[config.mk]
export PLATFORM = sky130hd
export DESIGN_NAME = voice_scheduler_flat
export DESIGN_NICKNAME = d
export VERILOG_FILES = /design/src/rtl/voice_scheduler_if.sv /design/src/rtl/voice_scheduler.sv /design/src/flat_wrapper.sv
export SDC_FILE = /design/constraint.sdc
export NUM_CORES = 1
export LEC_CHECK = 0
export ABC_AREA = 1
export CAP_MARGIN = 20
export CORE_MARGIN = 3
export CORE_UTILIZATION = 37
export CTS_CLUSTER_DIAMETER = 150
export DETAILED_ROUTE_END_ITERATION = 6
export PLACE_DENSITY = 0.67
export SYNTH_ARGS = -nofsm -noshare
export SYNTH_HDL_FRONTEND = slang
export SYNTH_SLANG_ARGS = --single-unit
export TNS_END_PERCENT = 1
[constraint.sdc]
create_clock -name clk -period 3.55 [get_ports clk]
set_input_delay 0.8875 -clock clk [delete_from_list [all_inputs] [get_ports clk]]
set_output_delay 0.8875 -clock clk [all_outputs]
set_load 0.005 [all_outputs]
[src/rtl/voice_scheduler_if.sv]
// voice_scheduler_if
//   Bundles the CPU note-event stream and the synth-side handshake of the
//   voice scheduler.
//   master : event source / cdc side (drives ev_valid, ev_cmd, ev_fcw, tx_ack)
//   slave  : the scheduler itself (drives ev_ready, carrier_fcws, note_en,
//            tx_req, last_voice, steal_cnt)
interface voice_scheduler_if #(
    parameter int N_VOICES = 4,
    parameter int FCW_W    = 24
);
    localparam int VW = $clog2(N_VOICES);

    logic                               ev_valid;
    logic                               ev_ready;
    logic [1:0]                         ev_cmd;
    logic [FCW_W-1:0]                   ev_fcw;
    logic [N_VOICES-1:0][FCW_W-1:0]     carrier_fcws;
    logic [N_VOICES-1:0]                note_en;
    logic                               tx_req;
    logic                               tx_ack;
    logic [VW-1:0]                      last_voice;
    logic [7:0]                         steal_cnt;

    modport master (
        output ev_valid, ev_cmd, ev_fcw, tx_ack,
        input  ev_ready, carrier_fcws, note_en, tx_req, last_voice, steal_cnt
    );

    modport slave (
        input  ev_valid, ev_cmd, ev_fcw, tx_ack,
        output ev_ready, carrier_fcws, note_en, tx_req, last_voice, steal_cnt
    );
endinterface

[src/rtl/voice_scheduler.sv]
// voice_scheduler
//   Polyphonic voice allocator in the cpu_clk domain. Maps note-on/off and
//   all-off events onto N_VOICES carrier NCOs using lowest-free allocation
//   and least-recently-triggered stealing, then publishes every change of
//   voice state to the synth domain through a 4-phase req/ack handshake.
// Ports
//   clk  : cpu_clk, rising edge
//   rst  : synchronous, active-high reset
//   bus  : voice_scheduler_if.slave
//          ev_valid/ev_ready/ev_cmd/ev_fcw  event stream (00 off, 01 on,
//                                           10 all-off, 11 no-op)
//          carrier_fcws/note_en            voice state towards the cdc
//          tx_req/tx_ack                   4-phase handshake
//          last_voice                      voice touched by last note-on/off
//          steal_cnt                       saturating steal counter
module voice_scheduler #(
    parameter int N_VOICES = 4,
    parameter int FCW_W    = 24
) (
    input  logic                clk,
    input  logic                rst,
    voice_scheduler_if.slave    bus
);
    localparam int VW = $clog2(N_VOICES);

    typedef logic [VW-1:0] vidx_t;
    typedef enum logic [1:0] {IDLE, LOOKUP, REQ, WAIT_LO} state_t;

    localparam logic [1:0] CMD_OFF = 2'b00;
    localparam logic [1:0] CMD_ON  = 2'b01;
    localparam logic [1:0] CMD_ALL = 2'b10;

    state_t                         state_q, state_d;
    logic [1:0]                     cmd_q;
    logic [FCW_W-1:0]               fcw_q;
    logic [N_VOICES-1:0][FCW_W-1:0] fcws_q, fcws_d;
    logic [N_VOICES-1:0]            en_q, en_d;
    vidx_t                          rank_q [N_VOICES];
    vidx_t                          rank_d [N_VOICES];
    vidx_t                          last_q, last_d;
    logic [7:0]                     steal_q, steal_d;
    logic                           tx_req_q, tx_req_d;
    logic                           chg;

    logic                           match_hit, free_hit, on_hit;
    vidx_t                          match_idx, free_idx, old_idx, on_idx;

    // Priority searches; iterating downwards lets the lowest index win.
    always_comb begin
        match_hit = 1'b0;
        match_idx = '0;
        free_hit  = 1'b0;
        free_idx  = '0;
        old_idx   = '0;
        for (int i = N_VOICES - 1; i >= 0; i--) begin
            if (en_q[i] && (fcws_q[i] == fcw_q)) begin
                match_hit = 1'b1;
                match_idx = vidx_t'(i);
            end
            if (!en_q[i]) begin
                free_hit = 1'b1;
                free_idx = vidx_t'(i);
            end
            if (rank_q[i] == vidx_t'(N_VOICES - 1)) begin
                old_idx = vidx_t'(i);
            end
        end
    end

    // Voice-state update, only evaluated in LOOKUP; elsewhere everything holds.
    always_comb begin
        fcws_d  = fcws_q;
        en_d    = en_q;
        rank_d  = rank_q;
        last_d  = last_q;
        steal_d = steal_q;
        chg     = 1'b0;
        on_hit  = 1'b0;
        on_idx  = '0;
        if (state_q == LOOKUP) begin
            case (cmd_q)
                CMD_ON: begin
                    if (fcw_q != '0) begin
                        on_hit = 1'b1;
                        if (match_hit) begin
                            // Retrigger: only the LRU order moves.
                            on_idx = match_idx;
                        end else if (free_hit) begin
                            on_idx           = free_idx;
                            en_d[free_idx]   = 1'b1;
                            fcws_d[free_idx] = fcw_q;
                            chg              = 1'b1;
                        end else begin
                            on_idx          = old_idx;
                            fcws_d[old_idx] = fcw_q;
                            chg             = 1'b1;
                            if (steal_q != 8'hFF) begin
                                steal_d = steal_q + 8'd1;
                            end
                        end
                        last_d = on_idx;
                    end
                end
                CMD_OFF: begin
                    if (match_hit) begin
                        en_d[match_idx] = 1'b0;
                        last_d          = match_idx;
                        chg             = 1'b1;
                    end
                end
                CMD_ALL: begin
                    en_d = '0;
                    chg  = |en_q;
                end
                default: ;
            endcase
        end
        // Touched voice becomes most recent; younger voices age by one,
        // which keeps the ranks a permutation.
        if (on_hit) begin
            for (int j = 0; j < N_VOICES; j++) begin
                if (vidx_t'(j) == on_idx) begin
                    rank_d[j] = '0;
                end else if (rank_q[j] < rank_q[on_idx]) begin
                    rank_d[j] = rank_q[j] + 1'b1;
                end
            end
        end
    end

    always_comb begin
        state_d  = state_q;
        tx_req_d = tx_req_q;
        case (state_q)
            IDLE: begin
                if (bus.ev_valid) state_d = LOOKUP;
            end
            LOOKUP: begin
                if (chg) begin
                    state_d  = REQ;
                    tx_req_d = 1'b1;
                end else begin
                    state_d = IDLE;
                end
            end
            REQ: begin
                if (bus.tx_ack) begin
                    tx_req_d = 1'b0;
                    state_d  = WAIT_LO;
                end
            end
            WAIT_LO: begin
                if (!bus.tx_ack) state_d = IDLE;
            end
            default: state_d = IDLE;
        endcase
    end

    always_ff @(posedge clk) begin
        if (rst) begin
            state_q  <= IDLE;
            tx_req_q <= 1'b0;
            fcws_q   <= '0;
            en_q     <= '0;
            last_q   <= '0;
            steal_q  <= '0;
            for (int i = 0; i < N_VOICES; i++) begin
                rank_q[i] <= vidx_t'(i);
            end
        end else begin
            state_q  <= state_d;
            tx_req_q <= tx_req_d;
            fcws_q   <= fcws_d;
            en_q     <= en_d;
            last_q   <= last_d;
            steal_q  <= steal_d;
            rank_q   <= rank_d;
        end
    end

    // Event capture is pure data; it is only consumed in LOOKUP.
    always_ff @(posedge clk) begin
        if (state_q == IDLE && bus.ev_valid) begin
            cmd_q <= bus.ev_cmd;
            fcw_q <= bus.ev_fcw;
        end
    end

    assign bus.ev_ready     = (state_q == IDLE);
    assign bus.carrier_fcws = fcws_q;
    assign bus.note_en      = en_q;
    assign bus.tx_req       = tx_req_q;
    assign bus.last_voice   = last_q;
    assign bus.steal_cnt    = steal_q;

endmodule

[src/flat_wrapper.sv]
// flat-port wrapper written by rule: the top's interface ports become plain ports
module voice_scheduler_flat 
#(
    parameter int N_VOICES = 4,
    parameter int FCW_W    = 24
)
  (clk, rst, bus_ev_valid, bus_ev_cmd, bus_ev_fcw, bus_tx_ack, bus_ev_ready, bus_carrier_fcws, bus_note_en, bus_tx_req, bus_last_voice, bus_steal_cnt);
  voice_scheduler_if #(.N_VOICES(N_VOICES), .FCW_W(FCW_W)) bus_i ();
  input  logic clk;
  input  logic rst;
  input wire logic [$bits(bus_i.ev_valid)-1:0] bus_ev_valid;
  input wire logic [$bits(bus_i.ev_cmd)-1:0] bus_ev_cmd;
  input wire logic [$bits(bus_i.ev_fcw)-1:0] bus_ev_fcw;
  input wire logic [$bits(bus_i.tx_ack)-1:0] bus_tx_ack;
  output wire logic [$bits(bus_i.ev_ready)-1:0] bus_ev_ready;
  output wire logic [$bits(bus_i.carrier_fcws)-1:0] bus_carrier_fcws;
  output wire logic [$bits(bus_i.note_en)-1:0] bus_note_en;
  output wire logic [$bits(bus_i.tx_req)-1:0] bus_tx_req;
  output wire logic [$bits(bus_i.last_voice)-1:0] bus_last_voice;
  output wire logic [$bits(bus_i.steal_cnt)-1:0] bus_steal_cnt;
  assign bus_i.ev_valid = bus_ev_valid;
  assign bus_i.ev_cmd = bus_ev_cmd;
  assign bus_i.ev_fcw = bus_ev_fcw;
  assign bus_i.tx_ack = bus_tx_ack;
  assign bus_ev_ready = bus_i.ev_ready;
  assign bus_carrier_fcws = bus_i.carrier_fcws;
  assign bus_note_en = bus_i.note_en;
  assign bus_tx_req = bus_i.tx_req;
  assign bus_last_voice = bus_i.last_voice;
  assign bus_steal_cnt = bus_i.steal_cnt;
  voice_scheduler #(.N_VOICES(N_VOICES), .FCW_W(FCW_W)) u_core (.clk(clk), .rst(rst), .bus(bus_i));
endmodule
Word-level counts from Yosys, hierarchy flattened
Index checks and enable logic that the tools add are counted.
{"block": "word_totals", "reg_bits": 147, "n_memories": 0, "output_inout_bits": 112, "mem_bits_rw": 0, "latchBits": 0, "input_bits": 30, "rom_bits": 0, "elab_cells": 163}
{"block": "op_classes", "div": 0, "n_eq_ne": 25, "n_bitwise": 6, "order_cmp": 11, "multipliers": 0, "mux": 71, "n_addsub": 5, "reduce_logical": 30, "shift": 0}
{"cell": "bitwise mux 96 bit", "n": 2}
{"cell": "demux 24 bit (select 2 bit)", "n": 2}
{"cell": "== test 24 bit", "n": 4}
{"cell": "2-to-1 mux 96 bit", "n": 1}
{"cell": "2-to-1 mux 2 bit", "n": 33}
{"cell": "2-to-1 mux 24 bit", "n": 2}
{"cell": "nonzero test 24 bit", "n": 1}
{"cell": "2-to-1 mux 1 bit", "n": 19}
{"cell": "2-to-1 mux 4 bit", "n": 4}
{"cell": "== test 2 bit (second input constant)", "n": 7}
{"cell": "case mux 4 bit (3 select lines)", "n": 1}
{"cell": "AND reduction 6 bit", "n": 2}
{"cell": "nonzero test 2 bit", "n": 6}
{"cell": "< comparator 2 x 3 -> 1 bit (second input constant)", "n": 3}
{"cell": "adder 2 x 1 -> 2 bit (second input constant)", "n": 4}
{"cell": "adder 8 x 1 -> 8 bit (second input constant)", "n": 1}
{"cell": "logical AND 1 bit", "n": 8}
{"cell": "< comparator 2 bit", "n": 4}
{"cell": "!= test 2 x 1 -> 1 bit (second input constant)", "n": 4}
{"cell": "!= test 2 bit (second input constant)", "n": 4}
{"cell": "!= test 8 bit (second input constant)", "n": 1}
{"cell": "case mux 2 bit (4 select lines)", "n": 1}
{"cell": "AND reduction 2 bit", "n": 4}
{"cell": "AND reduction 4 bit", "n": 2}
{"cell": "other kinds (19)", "n": 28}

Logic depth before layout (Yosys ltp)
Gate-level depths: netlist (run 1).
{"block": "depth", "depth_word": 17, "ltp_mapped": 25, "mapped_depth_nobuf": 24}

Worst setup path after synthesis (run 1)
OpenSTA, ideal clock, no wires.
{"block": "synth_path", "kind": "register to register", "startpoint": "reg u_core.fcw_q[14]", "endpoint": "reg u_core.rank_q[6] (netlist bit)", "arrival_ns": 2.031, "path_slack_ns": 1.406, "required_time_ns": 3.436, "setup_time_ns": 0.114, "synth_period_minus_slack_ns": 2.144, "path_stages_with_launch": 20, "n_path_buf": 1, "cell_sequence": "edfxtp_1 > buf_6 > xnor2_1 > nand2_1 > nor3_2 > nand2_2 > nor2_4 > nor2_1 > nand3_2 > nand2_4 > nand2_2 > nor2_1 > nor2_1 > nand2_2 > nor2_1 > nand2_1 > nand2_2 > nand2_2 > nor2_1 > nor2_2"}
{"block": "synth_via", "elab_chain_len": 17, "elab_cells_between_ends": 33, "cone_classes": "order compare: 1; eq/ne: 4; mux: 19; bitwise: 1; reduce/logical: 8"}
{"element": "start: declaration", "line": "voice_scheduler.sv:35", "rtl": "logic [FCW_W-1:0] fcw_q;"}
{"element": "start signal: assignment", "line": "voice_scheduler.sv:185", "rtl": "fcw_q <= bus.ev_fcw;"}
{"element": "== test 24 bit", "line": "voice_scheduler.sv:56", "rtl": "if (en_q[i] && (fcws_q[i] == fcw_q)) begin"}
{"element": "logical AND 1 bit", "line": "voice_scheduler.sv:56"}
{"element": "2-to-1 mux 2 bit or 2-to-1 mux 1 bit (tied branches) (4 in series)", "line": "voice_scheduler.sv:56"}
{"element": "2-to-1 mux 2 bit", "line": "voice_scheduler.sv:85", "rtl": "if (match_hit) begin"}
{"element": "2-to-1 mux 2 bit", "line": "voice_scheduler.sv:83", "rtl": "if (fcw_q != '0) begin"}
{"element": "2-to-1 mux 2 bit", "line": "voice_scheduler.sv:81", "rtl": "case (cmd_q)"}
{"element": "2-to-1 mux 2 bit", "line": "voice_scheduler.sv:80", "rtl": "if (state_q == LOOKUP) begin"}
{"element": "inverter 2 -> 3 bit (implied by the code)", "line": "voice_scheduler.sv:124", "rtl": "end else if (rank_q[j] < rank_q[on_idx]) begin"}
{"element": "binary-select mux 2 bit (select 2 bit)", "line": "voice_scheduler.sv:124"}
{"element": "2-to-1 mux 2 bit (implied by the code) (2 in series)", "line": "voice_scheduler.sv:124"}
{"element": "< comparator 2 bit", "line": "voice_scheduler.sv:124"}
{"element": "nonzero test 2 bit (no line)"}
{"element": "AND reduction 2 bit (no line)"}
{"element": "end signal: indexed assignment", "line": "voice_scheduler.sv:168", "rtl": "rank_q[i] <= vidx_t'(i);"}
{"element": "end signal: assignment", "line": "voice_scheduler.sv:177", "rtl": "rank_q <= rank_d;"}
{"element": "end: declaration", "line": "voice_scheduler.sv:38", "rtl": "vidx_t rank_q [N_VOICES];"}
Several ways; a longest one is shown, not always the timed one. The select of a mux whose other input is x is not followed.
A chain may end at the register's enable or synchronous reset.

Worst setup path after layout (run 1)
{"block": "layout_path", "startpoint": "reg u_core.fcw_q[0]", "endpoint": "reg u_core.fcws_q (netlist bit u_core.bus.carrier_fcws[11])"}
{"block": "layout_via", "elab_chain_len": 8, "elab_cells_between_ends": 15, "cone_classes": "eq/ne: 4; mux: 4; bitwise: 1; reduce/logical: 6"}
{"element": "== test 24 bit", "line": "voice_scheduler.sv:56"}
{"element": "logical AND 1 bit", "line": "voice_scheduler.sv:56"}
{"element": "2-to-1 mux 1 bit (4 in series)", "line": "voice_scheduler.sv:56"}
{"element": "inverter 1 bit (no line)"}
{"element": "AND reduction 4 bit (no line) (*)"}
{"element": "end signal: assignment", "line": "voice_scheduler.sv:173", "rtl": "fcws_q <= fcws_d;"}
{"element": "end: declaration", "line": "voice_scheduler.sv:36", "rtl": "logic [N_VOICES-1:0][FCW_W-1:0] fcws_q, fcws_d;"}
Mark *: on every way between the ends. The rest lies on a longest branch, timed or not.

==> results by group, run 1 <==
Timing
  • Final setup violating endpoints: 0
  • Fin crit period: around 3 ns
  • Final period util: a little over four fifths
  • Clock Skew: 0.0100 ns
  • RSZ-0062 raised after global routing: no
  • Pins Over Slew Limit: 0
  • Fin Setup TNS: 0 ns
  • Final hold violations: 0
  • Worst rel slew slack: between 50% and 60%
  • Hold slack: about 0.47 ns
  • Least-Margin Pin Slew: between 0.6 and 0.7 ns
  • Max Clock Freq: around 0.33 GHz

Detailed routing
  • DR DRC count: 0
  • Final ANT Viol Nets: 0
  • Vias/cell: 5.08
  • DR WL/cell: about 17 µm
  • WL final: approximately 28000 µm
  • First drt pass iteration count: 5
  • DRT iter0 DRCs: ~670
  • Vias: around 8500

GRT
  • Largest net degree at the start of global routing: 64
  • Met3 usage: ~4.8%
  • Grt ovf: 0
  • GR met2 Demand/Resource: approximately 36%
  • Total track usage: 23.0%
  • Met1 GRT Util: 31.3%
  • Antenna violations before repair: 0
  • Busiest grt layer: met2
  • First-pass GRT wire length: 43600 µm
  • Vias in the first global route: ~8000

Cells and area
  • Share of cells above drive strength 1: under 10%
  • Synth-to-Final Area Change: 25.0%
  • Layout Nets: around 1400
  • Filler cells: around 2300
  • # diodes: 0
  • Final Instance Area: ~11000 µm²
  • Finished Layout Cells: roughly 1700

Power
  • Worst vdd ir: ~0.28 mV
  • Clock power frac: roughly 44%
  • P_sw: between 0.001 and 0.0015 W
  • Power density cells: approximately 380 nW/µm²
  • LEAKAGE: 4.25 nW
  • Comb pwr share: 10.5%
  • Flop pwr share: between 40% and 50%
  • Switch share: between 20% and 30%
  • Internal power: 0.00289 W

Placed design
  • Placed cell count: between 1500 and 2000
  • IO buf count: roughly 140
  • Routability cong.: ~1.0
  • Placed inst area: between 9000 and 10000 µm²
  • Dpl hpwl: 22300 µm

Synthesis
  • Post-synthesis cell area: roughly 8400 µm²
  • Sequential fraction of the synthesis area: about two fifths
  • Commonest cells post-synth: nand2_1, inv_1, nor2_1
  • Yosys warnings: 0
  • EDFF count, synth: 26
  • Most frequent cell after synthesis: nand2_1
  • Largest cells by area after synthesis: dfxtp_1, nand2_1, edfxtp_1
  • Syn Inst Count: ~1300
  • Number of distinct library cells after synthesis: 42
  • Share of the synthesized area in the top cell type: 28.7%
  • Ys async rst share: 0%
  • Yosys reg bits: about 150
  • Post-Syn Nets: approximately 1300
  • Syn Area/Cell: ~6.6 µm²
  • Leading area contributor after synthesis: dfxtp_1
  • Post-synth top flop: dfxtp_1

Clocking
  • TritonCTS clock tree: done
  • Cts repair resizes: 0
  • Max H-tree Level: 4
  • Max clock buf depth: 2
  • Worst-Skew Late Latency: around 0.44 ns
  • Setup bufs post-CTS: 0
  • Sink Count: between 100 and 150
  • Total CTS buffers: 17
  • Worst-path clk slew: around 0.07 ns
  • Post-CTS Hold Fix Bufs: 0
  • Root buffer cell: clkbuf_16

Worst setup path
  • CP dominant cell by count: nor2_1
  • CP max stage cell: edfxtp_1
  • Arrival time at the worst endpoint: ~3.3 ns
  • Kind of critical path: reg -> reg
  • Cells along the critical path: inv_1 > o21ai_0 > nor2_1 > nand2_1 > nor2_1 > nand2_2 > nor2_4 > nor2_1 > and2_1 > nand2_2 > nor2_4 > o21ai_2 > buf_16 > buf_4 > o21ai_0 > a21oi_1
  • CP Max Fanout: 27
  • CP Launch Type: flop
  • Max stage delay on crit path: 0.63 ns
  • Critical Path Sink Type: flop
  • CP required: between 3 and 4 ns

Run status
  • Status: finished clean

Floorplan
  • Initial Utilization: around two fifths
  • Row count: 54
  • Core area: 22100 µm²
  • DIE WIDTH: roughly 160 µm
  • Die footprint: 24600 µm²
  • IO Pins: roughly 140
  • Die span in y: approximately 160 µm

Flow run
  • Max Cap Viol: 0

Worst hold path
  • Class of the worst hold path: reg -> reg
==> per-stage QoR <==
| step | total power [W] | worst slack [ns] | utilization (%) |
|---|---|---|---|
| 3_5_place_dp | 0.00228 | 0.608 | 45.1 |
| 2_1_floorplan | 0.00212 | 1.41 | - |
| 5_1_grt | 0.00419 | 0.289 | 47.7 |
| 3_3_place_gp | 0.00228 | 0.494 | 44.9 |
| 6_report | 0.00403 | 0.547 | 47.7 |
| 4_1_cts | 0.00406 | 0.589 | 47.7 |
==> sequential cells by signal, indices dropped and copies added, names as in the netlist, named ones only <==
| register | flops |
|---|---|
| u_core.cmd_q | 2 |
| u_core.fcw_q | 24 |
| u_core.bus.carrier_fcws | 96 |
| u_core.state_q | 1 |
| u_core.bus.tx_req | 1 |
| u_core.bus.steal_cnt | 8 |
| u_core.bus.note_en | 4 |
| u_core.bus.last_voice | 2 |
| u_core.rank_q | 8 |
==> worst max-delay path, delay by kind of cell (launching register included) <==
family	cells	cell delay (ns)
buf+inv	3	0.66
simple gates	9	0.99
compound gates	4	0.62
flops	1	0.63
==> path summary, 6_finish.rpt <==
check	startpoint	depth (start not counted)	slack, ns	endpoint
max	u_core.fcw_q[0]	16	0.55	u_core.bus.carrier_fcws[11]
min	u_core.bus.last_voice[0]	2	0.47	u_core.bus.last_voice[0]
max reg2reg	u_core.fcw_q[0]	16	0.55	u_core.bus.carrier_fcws[11]
min reg2reg	u_core.bus.last_voice[0]	2	0.47	u_core.bus.last_voice[0]
==> area by class of cell <==
type	count	area, µm²	share of cell area (%)
tap	280	350	3.33
multi-input combinational	895	4170	39.6
inverter	172	673	6.39
clock inverter	15	150	1.43
clock buffer	17	425	4.04
timing repair buffer	156	1560	14.8
sequential	147	3200	30.4
==> routing by layer <==
layer | vias to the layer above | part of all wire, %
li1 | 4286 | -
met1 | 3868 | 46
met2 | 342 | 44
met3 | 44 | 7.5
met4 | 0 | 2.4
met5 | - | 0
==> power groups by stage <==
stage                     clock (W)  combinational, W  sequential, W
after floorplan                   0          0.000316        0.00180
after global placement            0          0.000418        0.00186
after detailed placement          0          0.000420        0.00186
after CTS                   0.00181          0.000423        0.00182
after global routing        0.00188          0.000474        0.00183
final                       0.00178          0.000425        0.00183
==> cells in the final DEF (no fill, tap or decap), types with 2 or more instances in the layout <==
cell,netlist,final
a21oi_2,2,2
inv_4,11,11
ha_1,5,5
clkinvlp_4,0,2
inv_6,0,5
nor2_1,129,129
xnor2_1,15,15
clkinv_4,0,4
nand2_4,2,2
nor3_1,8,8
buf_4,11,13
a21oi_1,122,122
clkbuf_16,0,17
o31ai_1,2,2
nand3_2,3,3
inv_2,8,9
nand4_1,23,23
a31oi_1,4,4
nand2_1,359,359
nand3_1,53,53
dfxtp_1,121,121
clkinv_2,0,2
clkdlybuf4s50_1,0,141
and2_1,2,2
nand2_2,28,28
inv_1,152,152
nor2_2,5,5
nand3b_1,6,6
edfxtp_1,26,26
o21ai_0,110,110
nor2_4,5,5
==> cells by family after synthesis <==
kind of cell | share of synthesized area, %
fa+ha+maj | 0.742
buf+inv | 12.5
xor+xnor | 1.86
compound gates | 15.0
flops | 38.0
simple gates | 31.9
Note: power is estimated with default switching activity, not from simulation.
==> run 2, diff against run 1 <==
--- a/config.mk
+++ b/config.mk
@@ -11,7 +11,7 @@
 export CORE_UTILIZATION = 37
 export CTS_CLUSTER_DIAMETER = 150
 export DETAILED_ROUTE_END_ITERATION = 6
-export PLACE_DENSITY = 0.67
+export PLACE_DENSITY = 0.69
 export SYNTH_ARGS = -nofsm -noshare
 export SYNTH_HDL_FRONTEND = slang
 export SYNTH_SLANG_ARGS = --single-unit
==> constraint.sdc (replaced) <==
create_clock -name clk -period 2.45 [get_ports clk]
set_input_delay 0.6125 -clock clk [delete_from_list [all_inputs] [get_ports clk]]
set_output_delay 0.6125 -clock clk [all_outputs]
set_load 0.005 [all_outputs]
==> results by group, run 2 (synthesized netlist as in run 1, its figures left out) <==
Run status
  • Status: finished with violations
  • Failing checks: setup timing

Timing
  • Worst rel slew slack: roughly 67%
  • Fin crit period: around 2.7 ns
  • Max Clock Freq: approximately 0.37 GHz
  • Pins Over Slew Limit: 0
  • Hold slack: 0.465 ns
  • Final setup violating endpoints: around 110
  • Least-Margin Pin Slew: roughly 0.50 ns
  • Clock Skew: between 0.015 and 0.02 ns
  • Final hold violations: 0
  • Worst Slack Setup Final: -0.242 ns
  • Final period util: 110%
  • RSZ-0062 raised after global routing: yes

Placed design
  • Placed inst area: about 11000 µm²
  • Dpl ws: -0.340 ns
  • IO buf count: 141
  • Routability cong.: between 0.9 and 1
  • Placed cell count: around 1800
  • Dpl hpwl: between 20000 and 25000 µm

Worst setup path
  • Kind of critical path: reg -> reg
  • CP required: 2.77 ns
  • CP Max Fanout: 7
  • CP Launch Type: flop
  • RR Startpoint: u_core.fcw_q[20]
  • Critical Path Sink Type: flop
  • RR Endpoint: u_core.rank_q[0]
  • Arrival time at the worst endpoint: around 3 ns
  • Worst R2R Setup Slack: -0.24 ns
  • Cell count of the worst reg-to-reg path: 23

GRT
  • Antenna violations before repair: 0
  • Largest net degree at the start of global routing: 48
  • Grt ovf: 0
  • Vias in the first global route: 8598
  • Total track usage: ~25%
  • First-pass GRT wire length: approximately 47000 µm

Worst hold path
  • Hold path startpoint: u_core.bus.last_voice[1]
  • Class of the worst hold path: reg -> reg
  • Worst Hold Depth: 2
  • Worst Hold Path EP: u_core.bus.last_voice[1]

Detailed routing
  • Final ANT Viol Nets: 0
  • DR DRC count: 0
  • First drt pass iteration count: 5
  • Vias/cell: 4.95
  • DR WL/cell: approximately 16 µm
  • Vias: 9278
  • WL final: about 31000 µm
  • DRT iter0 DRCs: roughly 720

Clocking
  • Max clock buf depth: 2
  • TritonCTS clock tree: done
  • Worst-Skew Late Latency: 0.44 ns
  • Root buffer cell: clkbuf_16
  • Max H-tree Level: 4
  • Worst-path clk slew: 0.07 ns
  • Total CTS buffers: 17
  • Sink Count: approximately 150

Power
  • LEAKAGE: approximately 5.3 nW
  • Power density cells: roughly 520 nW/µm²
  • Worst vdd ir: about 0.43 mV
  • Design Power: around 0.0065 W

Cells and area
  • Filler cells: roughly 2100
  • # diodes: 0
  • Final Instance Area: 12400 µm²
  • Finished Layout Cells: about 1900
  • Share of cells above drive strength 1: between 20 and 25%
  • Synth-to-Final Area Change: 47.7%
  • Layout Nets: about 1600
  • Most common cell after layout, fill and taps aside: nand2_1
  • Max reg flops: 96
  • Most frequent cells in the layout: nand2_1, buf_4, inv_1

Floorplan
  • IO Pins: 142
  • DIE WIDTH: about 160 µm
  • Die footprint: ~25000 µm²
  • Core area: ~22000 µm²
  • Die span in y: 157 µm
  • Initial Utilization: between 30% and 40%
  • Row count: 54

Flow run
  • Max Cap Viol: 0
## run 2: cell count changes in the layout (fill, tap and decap cells not counted), sizes merged
cell      change
inv           -4
buf         +194
clkinv        -4
clkinvlp      +1
clkbuf        +2
bufinv        +5
## run 2: stage by stage
step | setup TNS, ns | util [%]
4_1_cts | -5.01 | 55.9
3_5_place_dp | -20.38 | 51.9
3_3_place_gp | -17.53 | 51.9
6_report | -9.00 | 56.3
2_1_floorplan | 0 | -
5_1_grt | -25.38 | 56.3
## run 2: cell type report
type / count / area, µm² / area share [%]
multi-input combinational: 895 / 4380 / 35.2
tap: 280 / 350 / 2.81
clock inverter: 13 / 230 / 1.85
inverter: 172 / 676 / 5.43
sequential: 147 / 3200 / 25.7
timing repair buffer: 350 / 3180 / 25.5
clock buffer: 19 / 433 / 3.48
## run 2: critical path: stages (launching register included)
cell      delay [ns]
edfxtp_1        0.54
nand2_1         0.17
buf_4           0.11
nand2_1         0.04
nor2_1          0.08
nand2_1         0.06
nor2_1          0.13
nand2_1         0.08
nor2_2          0.18
inv_1           0.11
nand2_2         0.08
nand2_2         0.07
nand2_4         0.14
nand2_4         0.09
nand2_2         0.07
nand2_1         0.05
nand2_1         0.06
nand2_2         0.08
nor2_1          0.10
nand2_1         0.06
nand3_2         0.08
nand2_2         0.06
nand2_1         0.05
nand3_1         0.07
## run 2: worst max-delay path by stage
stage | start | endpoint | slack, ns | cells after the start
6_report | u_core.fcw_q[20] | u_core.rank_q[0] | -0.24 | 23
5_1_grt | u_core.fcw_q[6] | u_core.rank_q[4] | -0.43 | 22
4_1_cts | u_core.fcw_q[20] | u_core.rank_q[4] | -0.18 | 20
3_5_place_dp | u_core.fcw_q[20] | u_core.rank_q[4] | -0.34 | 22
3_3_place_gp | u_core.fcw_q[20] | u_core.rank_q[6] | -0.29 | 22
2_1_floorplan | u_core.fcw_q[14] | u_core.rank_q[6] | 0.31 | 19
## run 2: timing repair
item	CTS	global route
resized for setup	41	39
setup buffers	11	0
endpoints found under the setup margin	117	120
hold buffers	0	0
pin swaps	8	13
## run 2: metal layers
metal | routed length, µm | up-vias | track usage (%)
met5 | 0 | - | 0
met4 | 483 | 0 | 6.84
met3 | 2210 | 36 | 3.66
met2 | 14100 | 321 | 40.5
met1 | 14100 | 4242 | 35.2
li1 | - | 4679 | -
## run 2: report_power, final
part	switching [W]	total [W]	internal (W)	leakage (nW)
sequential	0.0000605	0.00258	0.00252	1.23
clock	0.00111	0.00302	0.00191	0.314
combinational	0.000508	0.000924	0.000417	3.80
total	0.00168	0.00652	0.00485	5.34
==> run 3, diff against run 2 <==
--- a/config.mk
+++ b/config.mk
@@ -10,6 +10,7 @@
 export CORE_MARGIN = 3
 export CORE_UTILIZATION = 37
 export CTS_CLUSTER_DIAMETER = 150
+export CTS_CLUSTER_SIZE = 30
 export DETAILED_ROUTE_END_ITERATION = 6
 export PLACE_DENSITY = 0.69
 export SYNTH_ARGS = -nofsm -noshare
==> results of run 3 <==
The final DEF is identical to that of run 2; final timing and power are the same.
